<file path="src/rtl/spi_master_if.sv">
// Host-side and serial-side signal bundle for spi_master.
// The master modport is the controller's view; slave is the client/peripheral view.
interface spi_master_if #(
  parameter int unsigned MAX_WIDTH = 8,
  parameter int unsigned LEN_W     = 8
);
  logic                 start;
  logic [MAX_WIDTH-1:0] tx_data;
  logic [LEN_W-1:0]     len;
  logic                 busy;
  logic                 done;
  logic                 err;
  logic [MAX_WIDTH-1:0] rx_data;
  logic                 spi_clk;
  logic                 spi_mosi;
  logic                 spi_miso;
  logic                 spi_cs;

  modport master (
    input  start, tx_data, len, spi_miso,
    output busy, done, err, rx_data, spi_clk, spi_mosi, spi_cs
  );

  modport slave (
    output start, tx_data, len, spi_miso,
    input  busy, done, err, rx_data, spi_clk, spi_mosi, spi_cs
  );
endinterface

</file>
<file path="src/rtl/spi_master.sv">
// Mode-0 SPI master with variable transfer length (1..MAX_WIDTH bits, MSB first).
// Each non-idle state lasts HALF_DIV clk cycles; all outputs are registered.
module spi_master #(
  parameter int unsigned MAX_WIDTH = 8,
  parameter int unsigned HALF_DIV  = 2,
  parameter int unsigned LEN_W     = 8
) (
  input  logic          clk,
  input  logic          rst_n,
  spi_master_if.master  bus
);

  localparam int unsigned PhW = 8;

  typedef enum logic [2:0] {StIdle, StSetup, StHigh, StLow, StHold, StGap} state_e;

  state_e               state_q, state_d;
  logic [PhW-1:0]       phase_q, phase_d;
  logic [LEN_W-1:0]     bit_q, bit_d;
  logic [LEN_W-1:0]     len_q, len_d;
  logic [MAX_WIDTH-1:0] tx_q, tx_d;
  logic [MAX_WIDTH-1:0] rx_sh_q, rx_sh_d;
  logic [MAX_WIDTH-1:0] rx_q, rx_d;
  logic                 clk_q, clk_d;
  logic                 mosi_q, mosi_d;
  logic                 cs_q, cs_d;
  logic                 busy_q, busy_d;
  logic                 done_q, done_d;
  logic                 err_q, err_d;

  logic                 phase_last;
  logic                 len_ok;
  logic [MAX_WIDTH-1:0] tx_aligned;

  assign phase_last = (phase_q == PhW'(HALF_DIV - 1));
  assign len_ok     = (bus.len != '0) && (bus.len <= LEN_W'(MAX_WIDTH));
  // Left-justify the word so the next bit to send is always the MSB of tx_q.
  assign tx_aligned = bus.tx_data << (LEN_W'(MAX_WIDTH) - bus.len);

  always_comb begin
    state_d = state_q;
    phase_d = phase_q;
    bit_d   = bit_q;
    len_d   = len_q;
    tx_d    = tx_q;
    rx_sh_d = rx_sh_q;
    rx_d    = rx_q;
    clk_d   = clk_q;
    mosi_d  = mosi_q;
    cs_d    = cs_q;
    busy_d  = busy_q;
    done_d  = 1'b0;
    err_d   = 1'b0;

    if (state_q != StIdle) begin
      phase_d = phase_last ? '0 : phase_q + 1'b1;
    end

    case (state_q)
      StIdle: begin
        if (bus.start) begin
          if (len_ok) begin
            len_d   = bus.len;
            tx_d    = tx_aligned;
            mosi_d  = tx_aligned[MAX_WIDTH-1];
            cs_d    = 1'b0;
            busy_d  = 1'b1;
            bit_d   = '0;
            rx_sh_d = '0;
            phase_d = '0;
            state_d = StSetup;
          end else begin
            err_d = 1'b1;
          end
        end
      end
      StSetup: begin
        if (phase_last) begin
          clk_d   = 1'b1;
          state_d = StHigh;
        end
      end
      StHigh: begin
        if (phase_last) begin
          rx_sh_d = {rx_sh_q[MAX_WIDTH-2:0], bus.spi_miso};
          clk_d   = 1'b0;
          bit_d   = bit_q + 1'b1;
          state_d = StLow;
          if ((bit_q + 1'b1) < len_q) begin
            tx_d   = tx_q << 1;
            mosi_d = tx_q[MAX_WIDTH-2];
          end
        end
      end
      StLow: begin
        if (phase_last) begin
          if (bit_q == len_q) begin
            state_d = StHold;
          end else begin
            clk_d   = 1'b1;
            state_d = StHigh;
          end
        end
      end
      StHold: begin
        if (phase_last) begin
          cs_d    = 1'b1;
          mosi_d  = 1'b0;
          rx_d    = rx_sh_q;
          done_d  = 1'b1;
          busy_d  = 1'b0;
          state_d = StGap;
        end
      end
      StGap: begin
        if (phase_last) begin
          state_d = StIdle;
        end
      end
      default: state_d = StIdle;
    endcase
  end

  always_ff @(posedge clk or negedge rst_n) begin
    if (!rst_n) begin
      state_q <= StIdle;
      phase_q <= '0;
      bit_q   <= '0;
      len_q   <= '0;
      tx_q    <= '0;
      rx_sh_q <= '0;
      rx_q    <= '0;
      clk_q   <= 1'b0;
      mosi_q  <= 1'b0;
      cs_q    <= 1'b1;
      busy_q  <= 1'b0;
      done_q  <= 1'b0;
      err_q   <= 1'b0;
    end else begin
      state_q <= state_d;
      phase_q <= phase_d;
      bit_q   <= bit_d;
      len_q   <= len_d;
      tx_q    <= tx_d;
      rx_sh_q <= rx_sh_d;
      rx_q    <= rx_d;
      clk_q   <= clk_d;
      mosi_q  <= mosi_d;
      cs_q    <= cs_d;
      busy_q  <= busy_d;
      done_q  <= done_d;
      err_q   <= err_d;
    end
  end

  assign bus.busy     = busy_q;
  assign bus.done     = done_q;
  assign bus.err      = err_q;
  assign bus.rx_data  = rx_q;
  assign bus.spi_clk  = clk_q;
  assign bus.spi_mosi = mosi_q;
  assign bus.spi_cs   = cs_q;

endmodule

</file>
<file path="src/flat_wrapper.sv">
// flat-port wrapper written by rule: the top's interface ports become plain ports
module spi_master_flat 
#(
  parameter int unsigned MAX_WIDTH = 8,
  parameter int unsigned HALF_DIV  = 2,
  parameter int unsigned LEN_W     = 8
)
  (clk, rst_n, bus_start, bus_tx_data, bus_len, bus_spi_miso, bus_busy, bus_done, bus_err, bus_rx_data, bus_spi_clk, bus_spi_mosi, bus_spi_cs);
  spi_master_if #(.MAX_WIDTH(MAX_WIDTH), .LEN_W(LEN_W)) bus_i ();
  input  logic clk;
  input  logic rst_n;
  input wire logic [$bits(bus_i.start)-1:0] bus_start;
  input wire logic [$bits(bus_i.tx_data)-1:0] bus_tx_data;
  input wire logic [$bits(bus_i.len)-1:0] bus_len;
  input wire logic [$bits(bus_i.spi_miso)-1:0] bus_spi_miso;
  output wire logic [$bits(bus_i.busy)-1:0] bus_busy;
  output wire logic [$bits(bus_i.done)-1:0] bus_done;
  output wire logic [$bits(bus_i.err)-1:0] bus_err;
  output wire logic [$bits(bus_i.rx_data)-1:0] bus_rx_data;
  output wire logic [$bits(bus_i.spi_clk)-1:0] bus_spi_clk;
  output wire logic [$bits(bus_i.spi_mosi)-1:0] bus_spi_mosi;
  output wire logic [$bits(bus_i.spi_cs)-1:0] bus_spi_cs;
  assign bus_i.start = bus_start;
  assign bus_i.tx_data = bus_tx_data;
  assign bus_i.len = bus_len;
  assign bus_i.spi_miso = bus_spi_miso;
  assign bus_busy = bus_i.busy;
  assign bus_done = bus_i.done;
  assign bus_err = bus_i.err;
  assign bus_rx_data = bus_i.rx_data;
  assign bus_spi_clk = bus_i.spi_clk;
  assign bus_spi_mosi = bus_i.spi_mosi;
  assign bus_spi_cs = bus_i.spi_cs;
  spi_master #(.MAX_WIDTH(MAX_WIDTH), .HALF_DIV(HALF_DIV), .LEN_W(LEN_W)) u_core (.clk(clk), .rst_n(rst_n), .bus(bus_i));
endmodule
</file>
<file path="config.mk">
export PLATFORM = sky130hd
export DESIGN_NAME = spi_master_flat
export DESIGN_NICKNAME = d
export VERILOG_FILES = /design/src/rtl/spi_master_if.sv /design/src/rtl/spi_master.sv /design/src/flat_wrapper.sv
export SDC_FILE = /design/constraint.sdc
export NUM_CORES = 1
export LEC_CHECK = 0
export ABC_CLOCK_PERIOD_IN_PS = 2100
export CAP_MARGIN = 20
export CORE_ASPECT_RATIO = 1.4
export CORE_MARGIN = 2
export CORE_UTILIZATION = 51
export CTS_CLUSTER_SIZE = 12
export DETAILED_ROUTE_END_ITERATION = 12
export PLACE_DENSITY_LB_ADDON = 0.2
export SYNTH_ARGS = -nofsm -noshare
export SYNTH_HDL_FRONTEND = slang
export SYNTH_SLANG_ARGS = --single-unit
</file>
<file path="constraint.sdc">
create_clock -name clk -period 2.1 [get_ports clk]
set_input_delay 0.42 -clock clk [delete_from_list [all_inputs] [get_ports clk]]
set_output_delay 0.42 -clock clk [all_outputs]
set_load 0.005 [all_outputs]
</file>
==> results.json, run 1 <==
{
  "ff_latch_area_mm2": 0.00140,
  "post-layout-total-power_mw": 3.90,
  "synth.yosys.seq_area_share": 0.436,
  "cts_max_level": 2,
  "worst_r2r_startpoint": "u_core.bit_q[1]",
  "fmaxAchievable_mhz": 413,
  "worst_slew_slack_as_a_fraction_of_its_limit": 0.657,
  "final_core_util": 0.697,
  "rsz0062_at_grt": "yes",
  "setup.worst_path.class": "register to register",
  "timing.final.setup_violations": 8,
  "initial_standard_cell_utilization_of_the_core": 0.521,
  "critical_path_arrival_ns": 2.63,
  "cts.root.buffer_cell": "sky130_fd_sc_hd__clkbuf_8",
  "finish.net_count": 418,
  "synth_top_area_frac": 0.428,
  "num-fill-cells": 463,
  "netlist_area_mm2": 0.00322,
  "timing.hold.ws_ns": 0.0578,
  "layout_worst_path_cycle_share": 1.15,
  "synth-compound-area-share": 0.144,
  "total_leakage_power_nw": 1.97,
  "finClkSkew_ns": 0.00373,
  "timing.max_cap.violations": 0,
  "crit_path_start_kind": "register",
  "top_signal_layer_used": "met4",
  "clock_insertion_delay_worst_skew_ns": 0.31,
  "synth-edff-count": 0,
  "final.min_clock_period_ns": 2.42,
  "detail_routed_via_count_per_cell": 5.70,
  "detailedRoute.firstPassIterationCount": 4,
  "insertedDiodeCount": 0,
  "yosysWarnings": 0,
  "final-max-slew-violation-count": 0,
  "cell_area_reported_after_detailed_placement_mm2": 0.00403,
  "ys_async_sr_fraction": 1.00,
  "count_of_unresolved_drc_violations_after_routing": 0,
  "dr.first_iter.drc_count": 134,
  "post_synth_fa_ha_maj_area_fraction": 0.0467,
  "met1_routed_length_mm": 3.11,
  "route.detailed.wl_per_inst_um": 16.2,
  "boundaryPins": 34,
  "synth_top_cells_by_area": "sky130_fd_sc_hd__dfrtp_1, sky130_fd_sc_hd__mux2_2, sky130_fd_sc_hd__ha_1, sky130_fd_sc_hd__a22o_1, sky130_fd_sc_hd__xor2_1",
  "wire_length_of_the_first_global_routing_pass_mm": 12.4,
  "tightest_slew_ns": 0.515,
  "status": "finished with violations",
  "worst_slack_ns": -0.319,
  "via_count": 2615,
  "multi_input_area_mm2": 0.00186,
  "cp.required_ns": 2.31,
  "syn-mean-instance-area_um2": 10.7,
  "core.rowCount": 34,
  "syn_inst": 301,
  "die-width_um": 71.1,
  "cts.sink_count": 56,
  "dpl.hpwl_mm": 5.53,
  "numPlacedInstances": 448,
  "route.final.wire_length_mm": 7.43,
  "synthDistinctLibCells": 56,
  "fin_area_mm2": 0.00430,
  "violated_checks": "negative setup slack",
  "fin_cells": 459,
  "p_per_area_mw_per_mm2": 908,
  "synth_fp_nets": 333,
  "global_route.usage.total": 0.220,
  "clkSlewWorstSetupHoldPaths_ns": 0.11,
  "largest_family_of_logic_cells_by_synthesized_area": "simple AND/OR/NAND/NOR gates",
  "synth_simple_gate_area_frac": 0.153,
  "most_repeated_cell_in_the_gate_level_netlist_after_synthesis": "sky130_fd_sc_hd__dfrtp_1",
  "ir_worst_vdd_mv": 0.619,
  "final_hold_viol_count": 0,
  "route.antenna.remaining_nets": 0,
  "flow.area_growth_from_synthesis_pct": 33.7,
  "grt_max_degree": 26,
  "worstReg2RegEnd": "u_core.tx_q[3]",
  "buffer_ports.inserted": 33,
  "dieArea_mm2": 0.00697,
  "die_height_um": 98.0,
  "dominantRegCellSynth": "sky130_fd_sc_hd__dfrtp_1",
  "synth_largest_area_cell": "sky130_fd_sc_hd__dfrtp_1",
  "first_global_vias": 2580,
  "cts_tree": "done",
  "synth.top_cells.by_count": "sky130_fd_sc_hd__dfrtp_1, sky130_fd_sc_hd__nand2_1, sky130_fd_sc_hd__nor2_1, sky130_fd_sc_hd__mux2_2",
  "post_route_cells_drive_above_1_share": 0.323,
  "r2r_setup_slack_ns": -0.32,
  "cts_max_path_buffers": 2,
  "critPathMaxFanout": 7,
  "worstHoldPathType": "input port to async pin",
  "core_area_mm2": 0.00617,
  "cts_made_buffers": 5,
  "finalWeightedCongestion": 0.844,
  "postSynthRegisterBits": 56,
  "met2_length_mm": 4.04,
  "met3_wirelength_um": 176,
  "number_of_antenna_violations_at_the_first_check_in_global_routing": 0,
  "synthXorXnorAreaFrac": 0.0681,
  "timing.critical_path.to_type": "register",
  "grt_remaining_overflow": 0,
  "post_synth_mux_area_share": 0.111,
  "worst_r2r_path_depth": 9
}
-- where the power goes --
group | switching, mW | total [mW] | internal (mW)
Sequential | 0.234 | 1.50 | 1.27
Clock | 0.383 | 0.628 | 0.244
Combinational | 0.844 | 1.77 | 0.930
Total | 1.46 | 3.90 | 2.44
-- sequential cells by signal (all words and copies together) (netlist names) --
register	flops
u_core.rx_sh_q	8
u_core.bus.err	1
u_core.bus.rx_data	8
u_core.bit_q	8
u_core.bus.spi_cs	1
u_core.bus.spi_mosi	1
u_core.state_q	3
u_core.bus.done	1
u_core.len_q	8
u_core.phase_q	8
u_core.bus.busy	1
u_core.tx_q	7
u_core.bus.spi_clk	1
-- logic make-up after synthesis --
logic type	count (synthesis)
AO/OA/AOI/OAI	62
XOR/XNOR	25
adder cells (fa/ha/maj)	12
buffers and inverters	27
flip-flops	56
multiplexers	28
AND/OR/NAND/NOR	91
-- cells in the final DEF, fill, tap and decap left out, types with 10 or more instances in the layout --
cell,instances
sky130_fd_sc_hd__nand2_1,27
sky130_fd_sc_hd__mux2_2,17
sky130_fd_sc_hd__xor2_1,12
sky130_fd_sc_hd__dfrtp_1,55
sky130_fd_sc_hd__clkdlybuf4s50_1,32
sky130_fd_sc_hd__o21ai_0,10
sky130_fd_sc_hd__a22o_1,13
sky130_fd_sc_hd__inv_1,13
sky130_fd_sc_hd__nor2_1,20
sky130_fd_sc_hd__buf_4,55
-- metal layers --
layer	GRT usage	vias to the layer above
met5	0	-
met1	0.291	1297
met3	0.0248	9
met2	0.386	46
met4	0.0493	0
li1	-	1263
-- what timing repair did --
action / CTS / global route
hold endpoints to repair: 0 / 0
setup endpoints to repair: 8 / 42
resized for setup: 15 / 11
setup buffers: 3 / 0
hold buffers: 0 / 0
pin swaps: 7 / 5
-- worst max path at each step --
stage / slack, ns / endpoint / cells past startpoint / from
finish: -0.32 / u_core.tx_q[3] / 9 / u_core.bit_q[1]
global route: -0.41 / u_core.tx_q[6] / 10 / u_core.bit_q[1]
CTS: -0.31 / u_core.tx_q[0] / 9 / u_core.bit_q[1]
detailed placement: -0.46 / u_core.bus.spi_mosi / 8 / bus_len[0]
global placement: -0.33 / u_core.tx_q[0] / 9 / u_core.bit_q[1]
floorplan: -0.19 / u_core.tx_q[0] / 9 / u_core.bit_q[0]
-- area by class of cell --
class / instances / share of cell area
well taps: 72 / 0.0210
flip-flops and latches: 56 / 0.326
clock buffers: 5 / 0.0160
clock inverters: 3 / 0.00582
multi-input cells: 218 / 0.434
inverters: 14 / 0.0134
repair buffers: 91 / 0.184
-- per-stage QoR --
| step | setup slack [ns] | TNS, ns |
|---|---|---|
| after floorplan | -0.192 | -1.53 |
| after detailed placement | -0.460 | -11.06 |
| after global placement | -0.333 | -9.00 |
| final | -0.319 | -2.41 |
| after CTS | -0.310 | -2.35 |
| after global routing | -0.410 | -3.18 |
-- critical path: stages (launching register included) --
cell,delay [ns]
sky130_fd_sc_hd__dfrtp_1,0.42
sky130_fd_sc_hd__and3_4,0.18
sky130_fd_sc_hd__and3_4,0.17
sky130_fd_sc_hd__and3_4,0.18
sky130_fd_sc_hd__xor2_2,0.15
sky130_fd_sc_hd__ha_1,0.31
sky130_fd_sc_hd__o2111a_1,0.24
sky130_fd_sc_hd__o41ai_4,0.12
sky130_fd_sc_hd__o211ai_4,0.18
sky130_fd_sc_hd__mux2_2,0.38
Note: power is estimated with default switching activity, not from simulation.
==> inputs of run 2 (changes only) <==
- CAP_MARGIN: 20 -> not set
- CORE_UTILIZATION: 51 -> 45
- MAX_ROUTING_LAYER: not set -> met4
==> results.json, run 2 (synthesis results as in run 1) <==
{
  "cts_tree": "done",
  "ctsHoldBuffers": 0,
  "count_of_unresolved_drc_violations_after_routing": 0,
  "boundaryPins": 34,
  "dr.first_iter.drc_count": 96,
  "fmaxAchievable_mhz": 409,
  "first_global_vias": 2691,
  "cts_made_buffers": 5,
  "finClkSkew_ns": 0.0121,
  "detail_routed_via_count_per_cell": 5.38,
  "finalWeightedCongestion": 0.856,
  "route.detailed.wl_per_inst_um": 15.5,
  "mostFrequentLayoutCell": "sky130_fd_sc_hd__buf_4",
  "critical_path_arrival_ns": 2.66,
  "critPathMaxFanout": 7,
  "grt.met1_usage": 0.255,
  "die_height_um": 104,
  "buffer_ports.inserted": 33,
  "ir_worst_vdd_mv": 0.524,
  "insertedDiodeCount": 0,
  "route.antenna.remaining_nets": 0,
  "final_core_util": 0.628,
  "total_leakage_power_nw": 1.99,
  "cp.required_ns": 2.31,
  "grt_max_degree": 32,
  "tightest_slew_ns": 0.509,
  "detailedRoute.firstPassIterationCount": 5,
  "worst_slack_ns": -0.346,
  "post_route_cells_drive_above_1_share": 0.330,
  "core.rowCount": 36,
  "fin_cells": 483,
  "dieArea_mm2": 0.00785,
  "core_area_mm2": 0.00694,
  "global_route.usage.total": 0.209,
  "initial_standard_cell_utilization_of_the_core": 0.464,
  "cts.sink_count": 56,
  "cts_max_level": 2,
  "num-fill-cells": 588,
  "violated_checks": "negative setup slack",
  "finish.net_count": 419,
  "final.min_clock_period_ns": 2.45,
  "grt_remaining_overflow": 0,
  "cts_max_path_buffers": 2,
  "worst_r2r_startpoint": "u_core.bit_q[0]",
  "r2r_setup_slack_ns": -0.35,
  "final-max-slew-violation-count": 0,
  "status": "finished with violations",
  "dpl.hpwl_mm": 5.54,
  "flow.area_growth_from_synthesis_pct": 35.4,
  "worstHoldPathType": "input port to async pin",
  "timing.hold.ws_ns": 0.0804,
  "wire_length_of_the_first_global_routing_pass_mm": 12.5,
  "via_count": 2600,
  "timing.final.setup_violations": 8,
  "timing.critical_path.to_type": "register",
  "route.final.wire_length_mm": 7.50,
  "busiest_layer": "met2",
  "timing.max_cap.violations": 0,
  "layout_worst_path_cycle_share": 1.16,
  "p_per_area_mw_per_mm2": 893,
  "use_met2": 0.356,
  "number_of_antenna_violations_at_the_first_check_in_global_routing": 0,
  "most_used_cells_in_the_layout_excluding_fill_and_tap_cells": "sky130_fd_sc_hd__buf_4, sky130_fd_sc_hd__dfrtp_1, sky130_fd_sc_hd__clkdlybuf4s50_1, sky130_fd_sc_hd__nand2_1, sky130_fd_sc_hd__nor2_1",
  "worst_r2r_path_depth": 10,
  "met3_usage": 0.0242,
  "worstReg2RegEnd": "u_core.tx_q[5]",
  "fin_area_mm2": 0.00436,
  "post-layout-total-power_mw": 3.89,
  "worst_slew_slack_as_a_fraction_of_its_limit": 0.659,
  "cell_area_reported_after_detailed_placement_mm2": 0.00405,
  "setup.worst_path.class": "register to register",
  "die-width_um": 75.4,
  "clkSlewWorstSetupHoldPaths_ns": 0.12,
  "crit_path_start_kind": "register",
  "final_hold_viol_count": 0,
  "numPlacedInstances": 470,
  "cts.root.buffer_cell": "sky130_fd_sc_hd__clkbuf_8",
  "clock_insertion_delay_worst_skew_ns": 0.32,
  "rsz0062_at_grt": "yes"
}
[run 2: metrics by stage]
stage	TNS [ns]	worst slack, ns
detailed placement	-10.08	-0.423
global placement	-8.90	-0.334
floorplan	-1.53	-0.192
global route	-3.28	-0.404
CTS	-2.58	-0.331
finish	-2.71	-0.346
[run 2: how the worst max path moves through the flow]
| stage | to | cells after the start | from | slack [ns] |
|---|---|---|---|---|
| after global placement | u_core.bus.spi_mosi | 7 | bus_len[0] | -0.33 |
| after CTS | u_core.tx_q[3] | 10 | u_core.bit_q[0] | -0.33 |
| after detailed placement | u_core.bus.spi_mosi | 8 | bus_len[1] | -0.42 |
| final | u_core.tx_q[5] | 10 | u_core.bit_q[0] | -0.35 |
| after floorplan | u_core.tx_q[0] | 9 | u_core.bit_q[0] | -0.19 |
| after global routing | u_core.tx_q[4] | 10 | u_core.bit_q[0] | -0.40 |
[run 2: routing by layer]
layer,wire length [µm],vias to the layer above
met5,0,-
met4,123,0
met3,129,12
met2,4090,33
met1,3150,1295
li1,-,1260
[run 2: what timing repair did]
action                     4_1_cts  5_1_grt
cloned                           0        0
pin swaps                        4       12
resized for setup               16       15
buffers inserted                 3        2
setup endpoints to repair        8       31
[run 2: cell type report]
cell class	count	area, µm²	area share
multi-input combinational	218	1890	0.433
sequential	56	1400	0.322
timing repair buffer	92	797	0.183
tap	95	119	0.0273
clock buffer	5	68.8	0.0158
inverter	14	57.6	0.0132
clock inverter	3	25.0	0.00575
[run 2: worst max-delay path, cell delays in order, from the launching register on]
cell	delay (ns)
sky130_fd_sc_hd__dfrtp_1	0.44
sky130_fd_sc_hd__and3_4	0.21
sky130_fd_sc_hd__and3_4	0.18
sky130_fd_sc_hd__and3_4	0.19
sky130_fd_sc_hd__xor2_4	0.16
sky130_fd_sc_hd__ha_4	0.28
sky130_fd_sc_hd__o2111a_1	0.22
sky130_fd_sc_hd__o41ai_4	0.10
sky130_fd_sc_hd__o211ai_2	0.08
sky130_fd_sc_hd__buf_6	0.18
sky130_fd_sc_hd__mux2_4	0.31
[run 2: where the power goes]
group	leakage (nW)	internal (mW)	switching [mW]
combinational	1.19	0.928	0.810
clock	0.0452	0.245	0.394
sequential	0.748	1.27	0.248
total	1.99	2.44	1.45
==> inputs of run 3 (changes only) <==
- ABC_CLOCK_PERIOD_IN_PS: 2100 -> 2200
- CAP_MARGIN: not set -> 40
- clock period: 2.1 -> 2.2 ns (I/O delays scaled with it)
==> results.json, run 3 (synthesis results as in run 1) <==
{
  "status": "finished with violations",
  "violated_checks": "negative setup slack",
  "insertedDiodeCount": 0,
  "cts_max_path_buffers": 2,
  "core_area_mm2": 0.00694,
  "finalWeightedCongestion": 0.855,
  "crit_family": "simple AND/OR/NAND/NOR gates",
  "clock_insertion_delay_worst_skew_ns": 0.32,
  "finish.net_count": 410,
  "worst_slew_slack_as_a_fraction_of_its_limit": 0.591,
  "core.rowCount": 36,
  "route.final.wire_length_mm": 6.99,
  "numPlacedInstances": 458,
  "grt_remaining_overflow": 0,
  "global_route.usage.total": 0.194,
  "worst_path_max_delay_cell": "sky130_fd_sc_hd__dfrtp_1",
  "final_hold_viol_count": 0,
  "cts.sink_count": 56,
  "crit_path_frequent_cell": "sky130_fd_sc_hd__and3_4",
  "ir_worst_vdd_mv": 0.385,
  "ctsHoldBuffers": 0,
  "setup.worst_path.class": "register to register",
  "count_of_unresolved_drc_violations_after_routing": 0,
  "final.min_clock_period_ns": 2.45,
  "timing.critical_path.to_type": "register",
  "dieArea_mm2": 0.00785,
  "p_per_area_mw_per_mm2": 848,
  "via_count": 2486,
  "first_global_vias": 2593,
  "finClkSkew_ns": 0.0145,
  "timing.final.setup_violations": 9,
  "initial_standard_cell_utilization_of_the_core": 0.464,
  "cts_made_buffers": 5,
  "final_core_util": 0.612,
  "buffer_ports.inserted": 33,
  "critical_path_arrival_ns": 2.65,
  "num-fill-cells": 645,
  "critPathMaxFanout": 7,
  "cts_max_level": 2,
  "final-max-slew-violation-count": 0,
  "flow.area_growth_from_synthesis_pct": 32.1,
  "most_used_cells_in_the_layout_excluding_fill_and_tap_cells": "sky130_fd_sc_hd__dfrtp_1, sky130_fd_sc_hd__buf_4, sky130_fd_sc_hd__clkdlybuf4s50_1, sky130_fd_sc_hd__nand2_1",
  "fin_cells": 474,
  "crit_path_start_kind": "register",
  "detail_routed_via_count_per_cell": 5.24,
  "number_of_antenna_violations_at_the_first_check_in_global_routing": 0,
  "cp.required_ns": 2.40,
  "clkSlewWorstSetupHoldPaths_ns": 0.12,
  "dr.first_iter.drc_count": 50,
  "fmaxAchievable_mhz": 408,
  "total_leakage_power_nw": 1.91,
  "cts_tree": "done",
  "worstHoldPathType": "input port to async pin",
  "post_route_cells_drive_above_1_share": 0.301,
  "cts.root.buffer_cell": "sky130_fd_sc_hd__clkbuf_8",
  "die_height_um": 104,
  "crit_chain": "and3_4 -> and3_4 -> and3_4 -> xor2_2 -> ha_1 -> o2111a_1 -> o41ai_4 -> o211ai_2 -> buf_6 -> mux2_2",
  "detailedRoute.firstPassIterationCount": 4,
  "route.antenna.remaining_nets": 0,
  "worst_slack_ns": -0.252,
  "critPathMaxStageDelay_ns": 0.45,
  "route.detailed.wl_per_inst_um": 14.7,
  "dpl.hpwl_mm": 5.23,
  "rsz0062_at_grt": "yes",
  "boundaryPins": 34,
  "layout_worst_path_cycle_share": 1.11,
  "wire_length_of_the_first_global_routing_pass_mm": 11.8,
  "mostFrequentLayoutCell": "sky130_fd_sc_hd__dfrtp_1",
  "timing.max_cap.violations": 0,
  "grt_max_degree": 33,
  "tightest_slew_ns": 0.613,
  "crit_buf_inv": 1,
  "die-width_um": 75.4
}
[run 3: cell types whose count changed in the layout (fill, tap and decap cells not counted), sizes merged]
cell  before  now
buf       60   51
[run 3: cell type report]
type | instances | area (µm²) | area share
multi-input cells | 218 | 1840 | 0.433
flip-flops and latches | 56 | 1400 | 0.330
repair buffers | 83 | 737 | 0.174
well taps | 95 | 119 | 0.0280
clock buffers | 5 | 68.8 | 0.0162
inverters | 14 | 57.6 | 0.0136
clock inverters | 3 | 25.0 | 0.00589
[run 3: final timing paths]
path	from	to	slack [ns]	depth (start not counted)
setup / recovery	u_core.bit_q[1]	u_core.tx_q[4]	-0.25	10
hold / removal	rst_n	u_core.bus.spi_mosi	0.13	1
setup reg to reg	u_core.bit_q[1]	u_core.tx_q[4]	-0.25	10
hold reg to reg	u_core.rx_sh_q[7]	u_core.rx_sh_q[7]	0.51	1
max in group asynchronous	rst_n	u_core.bit_q[6]	1.50	2
min in group clk	u_core.rx_sh_q[7]	u_core.rx_sh_q[7]	0.51	1
[run 3: routing by layer]
| layer | part of all wire | GRT usage | vias to the layer above | wire, µm |
|---|---|---|---|---|
| met5 | 0 | - | - | 0 |
| met3 | 0.016 | 0.0233 | 12 | 112 |
| li1 | - | - | 1237 | - |
| met2 | 0.53 | 0.320 | 28 | 3680 |
| met1 | 0.44 | 0.248 | 1209 | 3050 |
| met4 | 0.021 | 0.0539 | 0 | 148 |
[run 3: where the power goes]
part	switching (mW)	total [mW]	internal, mW
logic	0.728	1.55	0.824
registers	0.244	1.45	1.21
clock network	0.366	0.599	0.233
[run 3: per-stage QoR]
| stage | instance area (µm²) | power, mW | setup WS, ns | hold WS, ns | setup TNS [ns] |
|---|---|---|---|---|---|
| finish | 4250 | 3.60 | -0.252 | 0.125 | -1.99 |
| global route | 4250 | 3.85 | -0.326 | 0.174 | -2.62 |
| CTS | 4150 | 3.55 | -0.263 | 0.143 | -2.08 |
| detailed placement | 3930 | 2.79 | -0.394 | 0.485 | -6.05 |
| global placement | 3930 | 2.75 | -0.317 | 0.470 | -5.56 |
| floorplan | 3260 | 2.31 | -0.0924 | 0.144 | -0.728 |
[run 3: what timing repair did]
item,4_1_cts,5_1_grt
endpoints found under the hold margin,0,0
endpoints found under the setup margin,8,11
buffers inserted,5,3
pin swaps,3,4
resized for setup,11,12
